<file path="config.mk">
export PLATFORM = sky130hd
export DESIGN_NAME = object_line_renderer_flat
export DESIGN_NICKNAME = d
export VERILOG_FILES = /design/src/rtl/object_line_renderer_pkg.sv /design/src/rtl/object_line_renderer_if.sv /design/src/rtl/object_line_renderer_buffer.sv /design/src/rtl/object_line_renderer.sv /design/src/flat_wrapper.sv
export SDC_FILE = /design/constraint.sdc
export NUM_CORES = 1
export LEC_CHECK = 0
export ABC_AREA = 1
export BUFFER_PORTS_ARGS = -buffer_cell sky130_fd_sc_hd__clkbuf_2
export CORE_ASPECT_RATIO = 0.9
export CORE_MARGIN = 2
export CORE_UTILIZATION = 54
export DETAILED_ROUTE_END_ITERATION = 16
export HOLD_SLACK_MARGIN = 0.02
export PLACE_DENSITY = 0.78
export SKIP_LAST_GASP = 1
export SLEW_MARGIN = 25
export SYNTH_ARGS = -nofsm -noshare
export SYNTH_HDL_FRONTEND = slang
export SYNTH_SLANG_ARGS = --single-unit
</file>
<file path="constraint.sdc">
create_clock -name clk -period 3 [get_ports clk]
set_clock_uncertainty 0.1 [all_clocks]
set_input_delay 0.3 -clock clk [delete_from_list [all_inputs] [get_ports clk]]
set_output_delay 0.3 -clock clk [all_outputs]
set_load 0.02 [all_outputs]
</file>
<file path="src/rtl/object_line_renderer_pkg.sv">
// Shared constants, object word layout and FSM encoding
// for the object line renderer.
package object_line_renderer_pkg;

  localparam int TILE_SHIFT = 5;
  localparam int N_OBJ = 8;
  localparam logic [4:0] GRID_W = 5'd19;
  localparam logic [4:0] GRID_H = 5'd15;
  localparam logic [7:0] TRANSP = 8'h00;

  localparam int OBJ_ON = 12;
  localparam int OBJ_TILE_HI = 11;
  localparam int OBJ_TILE_LO = 9;
  localparam int OBJ_X_HI = 8;
  localparam int OBJ_X_LO = 4;
  localparam int OBJ_Y_HI = 3;
  localparam int OBJ_Y_LO = 0;

  typedef enum logic [1:0] {
    IDLE,
    CLEAR,
    SCAN
  } state_t;

  typedef struct packed {
    logic       valid;
    logic [2:0] tile;
  } slot_t;

endpackage

</file>
<file path="src/rtl/object_line_renderer_if.sv">
// Object RAM write bus from the game controller.
interface object_line_renderer_if;
  logic [2:0]  addr;
  logic [12:0] data;
  logic        we;

  modport master(output addr, data, we);
  modport slave(input addr, data, we);
endinterface

</file>
<file path="src/rtl/object_line_renderer_buffer.sv">
// 19-slot per-row occupancy buffer with clear/write
// port, pixel read port and placement probe port.
module obj_line_buffer
  import object_line_renderer_pkg::*;
(
  input  logic       clk,
  input  logic       reset,
  input  logic       clr,
  input  logic [4:0] clrIdx,
  input  logic       wr,
  input  logic [4:0] wrIdx,
  input  logic [2:0] wrTile,
  input  logic [4:0] rdIdx,
  output slot_t      rdSlot,
  input  logic [4:0] prIdx,
  output logic       prValid
);

  slot_t slots [GRID_W];

  always_ff @(posedge clk) begin
    if (reset) begin
      slots <= '{default: '0};
    end else begin
      if (clr && clrIdx < GRID_W)
        slots[clrIdx] <= '0;
      if (wr && wrIdx < GRID_W)
        slots[wrIdx] <= {1'b1, wrTile};
    end
  end

  assign rdSlot = (rdIdx < GRID_W) ?
                  slots[rdIdx] : '0;
  assign prValid = (prIdx < GRID_W) ?
                   slots[prIdx].valid : 1'b0;

endmodule

</file>
<file path="src/rtl/object_line_renderer.sv">
// Object RAM capture, hblank line build FSM and
// two-stage object pixel pipeline.
module object_line_renderer
  import object_line_renderer_pkg::*;
(
  input  logic                         clk,
  input  logic                         reset,
  object_line_renderer_if.slave        objRam,
  input  logic                         iLineReq,
  input  logic [9:0]                   iLineY,
  input  logic [9:0]                   iPixX,
  input  logic                         iDE,
  output logic [12:0]                  oRom_addr,
  input  logic [7:0]                   iRom_data,
  output logic [7:0]                   oPix,
  output logic                         oObj_hit,
  output logic                         oBusy,
  output logic                         oOverrun
);

  logic [12:0] objMem [N_OBJ];
  state_t      state, nextState;
  logic [4:0]  cnt, rowIdx, lineRow;
  logic        bufClr, bufWr, place;
  logic        lastClr, lastScan;
  logic [12:0] obj;
  logic [4:0]  objX, col;
  logic        prValid;
  slot_t       rdSlot;
  logic        hit1Next, hit1, hit1d, dePrev;

  always_ff @(posedge clk) begin
    if (reset)
      objMem <= '{default: '0};
    else if (objRam.we)
      objMem[objRam.addr] <= objRam.data;
  end

  assign obj  = objMem[cnt[2:0]];
  assign objX = obj[OBJ_X_HI:OBJ_X_LO];
  assign lastClr  = (cnt == GRID_W - 5'd1);
  assign lastScan = (cnt == 5'(N_OBJ - 1));

  // rows past the grid never match, even Y=15
  assign place = obj[OBJ_ON]
              && ({1'b0, obj[OBJ_Y_HI:OBJ_Y_LO]}
                  == rowIdx)
              && (rowIdx < GRID_H)
              && (objX < GRID_W)
              && !prValid;

  always_ff @(posedge clk) begin
    if (reset)
      state <= IDLE;
    else
      state <= nextState;
  end

  always_comb begin
    nextState = state;
    if (iLineReq) begin
      nextState = CLEAR;
    end else begin
      unique case (state)
        IDLE:  nextState = IDLE;
        CLEAR: if (lastClr) nextState = SCAN;
        SCAN:  if (lastScan) nextState = IDLE;
        default: nextState = IDLE;
      endcase
    end
  end

  always_comb begin
    oBusy  = 1'b0;
    bufClr = 1'b0;
    bufWr  = 1'b0;
    unique case (1'b1)
      (state == CLEAR): begin
        oBusy  = 1'b1;
        bufClr = 1'b1;
      end
      (state == SCAN): begin
        oBusy = 1'b1;
        bufWr = place && !iLineReq;
      end
      default: ;
    endcase
  end

  always_ff @(posedge clk) begin
    if (reset) begin
      cnt     <= '0;
      rowIdx  <= '0;
      lineRow <= '0;
    end else if (iLineReq) begin
      cnt     <= '0;
      rowIdx  <= iLineY[9:TILE_SHIFT];
      lineRow <= iLineY[TILE_SHIFT-1:0];
    end else if (state == CLEAR) begin
      cnt <= lastClr ? 5'd0 : cnt + 5'd1;
    end else if (state == SCAN) begin
      cnt <= cnt + 5'd1;
    end
  end

  obj_line_buffer u_buf (
    .clk    (clk),
    .reset  (reset),
    .clr    (bufClr),
    .clrIdx (cnt),
    .wr     (bufWr),
    .wrIdx  (objX),
    .wrTile (obj[OBJ_TILE_HI:OBJ_TILE_LO]),
    .rdIdx  (col),
    .rdSlot (rdSlot),
    .prIdx  (objX),
    .prValid(prValid)
  );

  assign col = iPixX[9:TILE_SHIFT];
  assign hit1Next = iDE && (col < GRID_W)
                 && rdSlot.valid && !oBusy;

  always_ff @(posedge clk) begin
    if (reset) begin
      hit1      <= 1'b0;
      hit1d     <= 1'b0;
      oRom_addr <= '0;
      dePrev    <= 1'b0;
      oOverrun  <= 1'b0;
    end else begin
      hit1   <= hit1Next;
      hit1d  <= hit1;
      dePrev <= iDE;
      if (hit1Next)
        oRom_addr <= {rdSlot.tile, lineRow,
                      iPixX[TILE_SHIFT-1:0]};
      if (iDE && !dePrev && oBusy)
        oOverrun <= 1'b1;
    end
  end

  // ROM data lands with hit1d, one cycle after the address
  assign oObj_hit = hit1d && (iRom_data != TRANSP);
  assign oPix = oObj_hit ? iRom_data : 8'h00;

endmodule

</file>
<file path="src/flat_wrapper.sv">
// flat-port wrapper written by rule: the top's interface ports become plain ports
module object_line_renderer_flat import object_line_renderer_pkg::*;
  (clk, reset, iLineReq, iLineY, iPixX, iDE, oRom_addr, iRom_data, oPix, oObj_hit, oBusy, oOverrun, objRam_addr, objRam_data, objRam_we);
  object_line_renderer_if objRam_i ();
  input  logic clk;
  input  logic reset;
  input  logic iLineReq;
  input  logic [9:0] iLineY;
  input  logic [9:0] iPixX;
  input  logic iDE;
  output logic [12:0] oRom_addr;
  input  logic [7:0] iRom_data;
  output logic [7:0] oPix;
  output logic oObj_hit;
  output logic oBusy;
  output logic oOverrun;
  input wire logic [$bits(objRam_i.addr)-1:0] objRam_addr;
  input wire logic [$bits(objRam_i.data)-1:0] objRam_data;
  input wire logic [$bits(objRam_i.we)-1:0] objRam_we;
  assign objRam_i.addr = objRam_addr;
  assign objRam_i.data = objRam_data;
  assign objRam_i.we = objRam_we;
  object_line_renderer u_core (.clk(clk), .reset(reset), .objRam(objRam_i), .iLineReq(iLineReq), .iLineY(iLineY), .iPixX(iPixX), .iDE(iDE), .oRom_addr(oRom_addr), .iRom_data(iRom_data), .oPix(oPix), .oObj_hit(oObj_hit), .oBusy(oBusy), .oOverrun(oOverrun));
endmodule
</file>
== Word level (Yosys, flattened, before mapping) ==
Index checks and enable logic that the tools add are counted.

* Flip-flop bits (word level): 214
* Input bits: 49
* Logic and storage cells: 144

* $add $sub $neg: 1
* Magnitude comparators: 12
* Equality and inequality tests: 9
* Multiplexer cells: 33
* Bitwise gates (word level): 7
* Reductions and logical operators: 26

{| class="wikitable"
|+ Operators with widths
! cell !! count
|-
| 2-to-1 mux 76 bit || 3
|-
| bitwise mux 104 bit || 1
|-
| AND 76 bit || 1
|-
| bitwise mux 76 bit || 1
|-
| NOT 76 bit || 1
|-
| binary-select mux 4 bit (select 5 bit) || 2
|-
| demux 4 bit (select 5 bit) || 2
|-
| binary-select mux 13 bit (select 3 bit) || 1
|-
| demux 13 bit (select 3 bit) || 1
|-
| 2-to-1 mux 13 bit || 3
|-
| 2-to-1 mux 4 bit || 7
|-
| >= comparator 6 bit (second input constant) || 3
|-
| NOT 5 -> 6 bit || 3
|-
| logical AND 1 bit || 16
|-
| < comparator 5 bit (second input constant) || 3
|-
| 2-to-1 mux 5 bit || 3
|-
| < comparator 6 x 1 -> 1 bit (second input constant) || 2
|-
| >= comparator 4 bit (second input constant) || 2
|-
| 2-to-1 mux 8 bit || 1
|-
| NOT 3 -> 4 bit || 2
|-
| nonzero test 8 bit || 1
|-
| != test 3 x 2 -> 1 bit (second input constant) || 2
|-
| adder 5 x 1 -> 5 bit (second input constant) || 1
|-
| equality test 4 x 5 -> 1 bit || 1
|-
| other kinds (14) || 25
|}

== Depth between registers and ports, before layout ==
* Word-level depth: 15
* Gate-level depth with buffers: 19
* Gate-level depth less buffers: 17

== Hierarchy ==
From an unflattened synthesis, not the netlist that was laid out.

* Cells, all modules: 1598
* Area total of the unflattened synthesis: 10390.0 sq um

{| class="wikitable"
|+ By module, submodules not included
! module !! instances !! cells each !! area each (sq um)
|-
| object_line_renderer || 1 || 906 || 6195.9
|-
| obj_line_buffer || 1 || 692 || 4194.0
|}

== Least setup slack after synthesis ==
No wires, ideal clock.

* Path type: register to register
* From: register u_core.cnt[0]
* To: register u_core.u_buf.slots[21] (netlist bit)
* Library setup time: 0.110 ns
* Arrival time: 2.064 ns
* Required time: 2.790 ns
* Path slack: 0.726 ns
* Cell stages (with the launch flop): 17
* Clock period less this slack: 2.274 ns
* Cell sequence: dfxtp_1 buf_6 nand2_1 nand3_1 nand3_2 nand2_2 buf_8 nor2_8 nor2_4 nor2_2 nor2_1 nand3_1 nor2_4 buf_6 nand4_1 nand2_1 nor2_1

* Longest elaborated chain between the ends: 15
* Elaborated cells on any way between the ends: 38
* Those cells by class: order compare: 6; eq/ne: 1; mux: 16; bitwise: 5; reduce/logical: 10

{| class="wikitable"
|+ Ends and longest elaborated chain
! item !! RTL line !! RTL
|-
| from (decl) || object_line_renderer.sv:23 || <nowiki>logic [4:0] cnt, rowIdx, lineRow;</nowiki>
|-
| from (signal assigned) || object_line_renderer.sv:100 || <nowiki>cnt <= lastClr ? 5'd0 : cnt + 5'd1;</nowiki>
|-
| from (signal assigned) || object_line_renderer.sv:102 || <nowiki>cnt <= cnt + 5'd1;</nowiki>
|-
| NOT 3 -> 4 bit (not written as such) || object_line_renderer.sv:39 || <nowiki>assign obj = objMem[cnt[2:0]];</nowiki>
|-
| binary-select mux 13 bit (select 3 bit) || object_line_renderer.sv:39 ||
|-
| 2-to-1 mux 13 bit (not written as such) (2 in a row) || object_line_renderer.sv:39 ||
|-
| NOT 5 -> 6 bit (not written as such) || object_line_renderer_buffer.sv:28, object_line_renderer_buffer.sv:35 ||
|-
| binary-select mux 4 bit (select 5 bit) || object_line_renderer_buffer.sv:35 || <nowiki>slots[prIdx].valid : 1'b0;</nowiki>
|-
| 2-to-1 mux 4 bit (not written as such) (2 in a row) || object_line_renderer_buffer.sv:35 ||
|-
| 2-to-1 mux 1 bit || object_line_renderer_buffer.sv:34 || <nowiki>assign prValid = (prIdx < GRID_W) ?</nowiki>
|-
| logical NOT 1 bit || object_line_renderer.sv:50 || <nowiki>&& !prValid;</nowiki>
|-
| logical AND 1 bit || object_line_renderer.sv:50 ||
|-
| logical AND 1 bit || object_line_renderer.sv:84 || <nowiki>bufWr = place && !iLineReq;</nowiki>
|-
| 2-to-1 mux 1 bit || object_line_renderer.sv:77 || <nowiki>unique case (1'b1)</nowiki>
|-
| logical AND 1 bit || object_line_renderer_buffer.sv:27 || <nowiki>if (wr && wrIdx < GRID_W)</nowiki>
|-
| 2-to-1 mux 76 bit * || object_line_renderer_buffer.sv:27 ||
|-
| to (signal, indexed assignment) || object_line_renderer_buffer.sv:28 || <nowiki>slots[wrIdx] <= {1'b1, wrTile};</nowiki>
|-
| to (decl) || object_line_renderer_buffer.sv:19 || <nowiki>slot_t slots [GRID_W];</nowiki>
|}

Every way passes the cells marked *; elsewhere a longest branch is shown, timed or not. The select of a mux whose other input is x is not followed.
A chain may end at the register's enable or synchronous reset.

== Worst setup path after layout ==
* From: register u_core.cnt[0]
* To: register u_core.u_buf.slots[17] (netlist bit)

Same word-level chain as after synthesis.

==> impl_metrics.py <==
metrics = {
    "synthesis": {
        "synth.distinct_cells": 46,
        "synth_seq_cells": 214,
        "synth.yosys.seq_area_share": 0.401,
        "yosysMostFrequentCell": "nor2_1",
        "yosys_most_used_dff": "dfxtp_1",
        "synth_edf_count": 0,
        "netlist.area_leader.share": 0.401,
        "ys_top_cells_by_area": "dfxtp_1, nor2_1, nand2_1",
        "synth_nets": 1658,
        "synth_top_area_cell": "dfxtp_1",
        "async_flop_share": 0,
        "yosysWarnings": 0,
        "syn_area_sq_mm": 0.0107,
        "synth_cells": 1603,
        "postSynthAreaPerCell_sq_um": 6.67,
        "synth_commonest_cells": "nor2_1, nand2_1, dfxtp_1, o21ai_0, inv_1",
    },
    "pwr": {
        "combPwrFrac": 0.114,
        "p_clk_frac": 0.427,
        "p_leak_nw": 5.62,
        "sequentialPowerShare": 0.459,
        "p_sw_w": 0.00168,
        "vdd_drop_max_uv": 452,
        "p_per_area_mw_per_mm2": 521,
        "power_report.internal_total_w": 0.00472,
        "netSwitchingFraction": 0.262,
        "p_total_w": 0.00640,
    },
    "worst_setup_path": {
        "reg2reg_to": "u_core.u_buf.slots[17]",
        "crit_path_end_kind": "flop",
        "crit_end": "u_core.u_buf.slots[17]",
        "critical_path_class": "reg -> reg",
        "rrSetupSlack_ns": 0.19,
        "reg2reg_depth": 17,
        "startpoint_type": "flop",
        "cp.required_ns": 3.30,
        "crit_arrival_ns": 3.11,
        "startpoint": "u_core.cnt[0]",
        "path_max_fanout": 42,
        "crit-reg2reg-launch": "u_core.cnt[0]",
    },
    "grt": {
        "grt_usage": 0.297,
        "antenna_found_initial": 0,
        "gr-total-overflow": 0,
        "grt_pass1_vias": 9691,
        "grt_max_degree": 79,
        "grt_pass1_wl_mm": 50.6,
    },
    "timing": {
        "max_slew_margin": 0.433,
        "hold_violations": 0,
        "layout_min_cycle_time_ns": 2.81,
        "tightest_slew_ns": 0.850,
        "fin_crit_sh": 0.938,
        "fin_tns_setup_ns": 0,
        "max_freq_mhz": 355,
        "slew_viol_final": 0,
        "setup_viol": 0,
        "rsz0062_at_grt": "false",
    },
    "floorplan": {
        "die_y_microns": 137,
        "fp-row-count": 48,
        "core_area_sq_mm": 0.0193,
        "die_x_microns": 152,
        "ios": 73,
        "dieArea_sq_mm": 0.0209,
        "start_util": 0.554,
    },
    "clock_tree": {
        "clock_latency_ns": 0.51,
        "h-tree-depth": 1,
        "clock_sinks": 214,
        "clockBufferDepth": 3,
        "cts_tree": "done",
        "cts_buffers": 23,
        "cts_root_buf": "clkbuf_16",
        "path_clk_slew_ns": 0.06,
    },
    "final_layout": {
        "seqCellArea_sq_mm": 0.00429,
        "layout.filler_cells": 1777,
        "multiInputGateArea_sq_mm": 0.00545,
        "area_growth_pct": 14.9,
        "drive_gt1_frac": 0.121,
        "final_core_util": 0.637,
        "nNetsFinal": 1740,
        "final_cells": 1950,
        "diodes": 0,
    },
    "routing": {
        "drt_drc_violations_left": 0,
        "drt_pass1_iterations": 6,
        "num_vias": 10800,
        "routed_via_density": 5.52,
        "routed_wl_mm": 31.7,
        "drt_iter0_markers": 1271,
        "wire_per_inst_microns": 16.3,
        "postRouteAntennaNets": 0,
    },
    "place": {
        "routabilityCongestion": 0.973,
        "hpwl_mm": 21.3,
        "placement.io_buffers": 72,
        "dpl.cell_count": 1889,
    },
    "run_status": {
        "status": "finished, final reports clean",
    },
    "hold_path": {
        "holdCritPathClass": "in -> reg",
        "hold_start": "objRam_data[0]",
    },
    "job": {
        "drv_cap": 0,
    },
}
## logic make-up after synthesis
kind of cell / after synthesis / synth area share
AO/OA/AOI/OAI: 319 / 0.161
XOR/XNOR: 1 / 0.000820
adder cells (fa/ha/maj): 6 / 0.00703
buffers and inverters: 218 / 0.0910
flip-flops: 214 / 0.401
AND/OR/NAND/NOR: 845 / 0.340
## registers in the layout, summed over array words and instances (netlist names)
signal / cells
u_core.dePrev: 1
u_core.objMem: 104
u_core.cnt: 5
u_core.oOverrun: 1
u_core.u_buf.slots: 76
u_core.oRom_addr: 13
u_core.state: 2
u_core.rowIdx: 5
u_core.lineRow: 5
u_core.hit1d: 1
u_core.hit1: 1
## placed cells by master (no fill, tap or decap), types with 6 or more instances in the layout
cell type	Yosys	final
clkbuf_1	45	7
inv_1	126	125
a221oi_1	7	7
ha_1	6	6
nor2_1	377	376
dfxtp_1	214	213
nand4_1	23	23
nand3_1	59	59
a21oi_1	80	80
o21ai_1	15	15
buf_12	2	6
clkbuf_16	0	23
o211ai_1	6	6
clkbuf_2	0	72
nand4_4	10	10
o21ai_0	187	187
dlygate4sd3_1	0	16
nand2_1	346	346
buf_4	4	49
nor2_2	5	6
## area by class of cell
class | instances | share of cell area
clock inverter | 6 | 0.00469
tap | 250 | 0.0255
inverter | 132 | 0.0408
sequential | 214 | 0.349
clock buffer | 34 | 0.0535
timing repair buffer | 143 | 0.0822
multi-input combinational | 1171 | 0.444
## critical path, cell delays in order, from the launching register on
cell and delay (ns):
dfxtp_2 0.39, buf_12 0.22, nand2_1 0.09, o211ai_1 0.10, nand2_1 0.10, nand2_1 0.11, nand2_4 0.10, inv_2 0.10
nand2_1 0.11, nor2_4 0.10, nor2_2 0.06, nor2_1 0.21, nand3_1 0.23, nor2_4 0.26, buf_12 0.18, nand3_1 0.07
nor2_1 0.10, nor2_1 0.05
## metal layers
| layer | share of wire | wire length [microns] | up-vias | global-route usage |
|---|---|---|---|---|
| met3 | 0.11 | 3350 | 70 | 0.0566 |
| met5 | 0 | 0 | - | 0 |
| met2 | 0.43 | 13600 | 542 | 0.460 |
| met4 | 0.028 | 888 | 0 | 0.0898 |
| li1 | - | - | 5314 | - |
| met1 | 0.44 | 13900 | 4841 | 0.422 |
## how the worst min path moves through the flow
stage / endpoint / slack (ns) / cells after the start
after floorplan: u_core.hit1d / 0.29 / 2
after global placement: u_core.hit1d / 0.29 / 2
after detailed placement: u_core.hit1d / 0.29 / 2
after CTS: u_core.objMem[62] / 0.04 / 3
after global routing: u_core.objMem[32] / 0.07 / 3
final: u_core.objMem[26] / 0.06 / 3
## power by group through the flow
stage / logic (W) / clock network, W / registers (W)
after global placement: 0.000672 / 0 / 0.00300
after global routing: 0.000793 / 0.00288 / 0.00294
final: 0.000729 / 0.00273 / 0.00294
after CTS: 0.000697 / 0.00276 / 0.00294
after floorplan: 0.000475 / 0 / 0.00300
after detailed placement: 0.000677 / 0 / 0.00300
## what timing repair did
| item | 4_1_cts | 5_1_grt |
|---|---|---|
| hold endpoints to repair | 16 | 0 |
| endpoints found under the setup margin | 0 | 61 |
| buffers inserted | 0 | 5 |
| hold buffers | 16 | 0 |
| gates resized for setup | 0 | 6 |
## metrics by stage
step,hold slack (ns),instance area [sq um],setup slack (ns)
after global routing,0.0737,12300,0.00400
after CTS,0.0415,12200,0.0470
after detailed placement,0.295,11300,0.0723
after global placement,0.294,11300,0.104
final,0.0604,12300,0.187
after floorplan,0.288,10700,0.726
No activity file was read; power rests on OpenSTA's default activity.
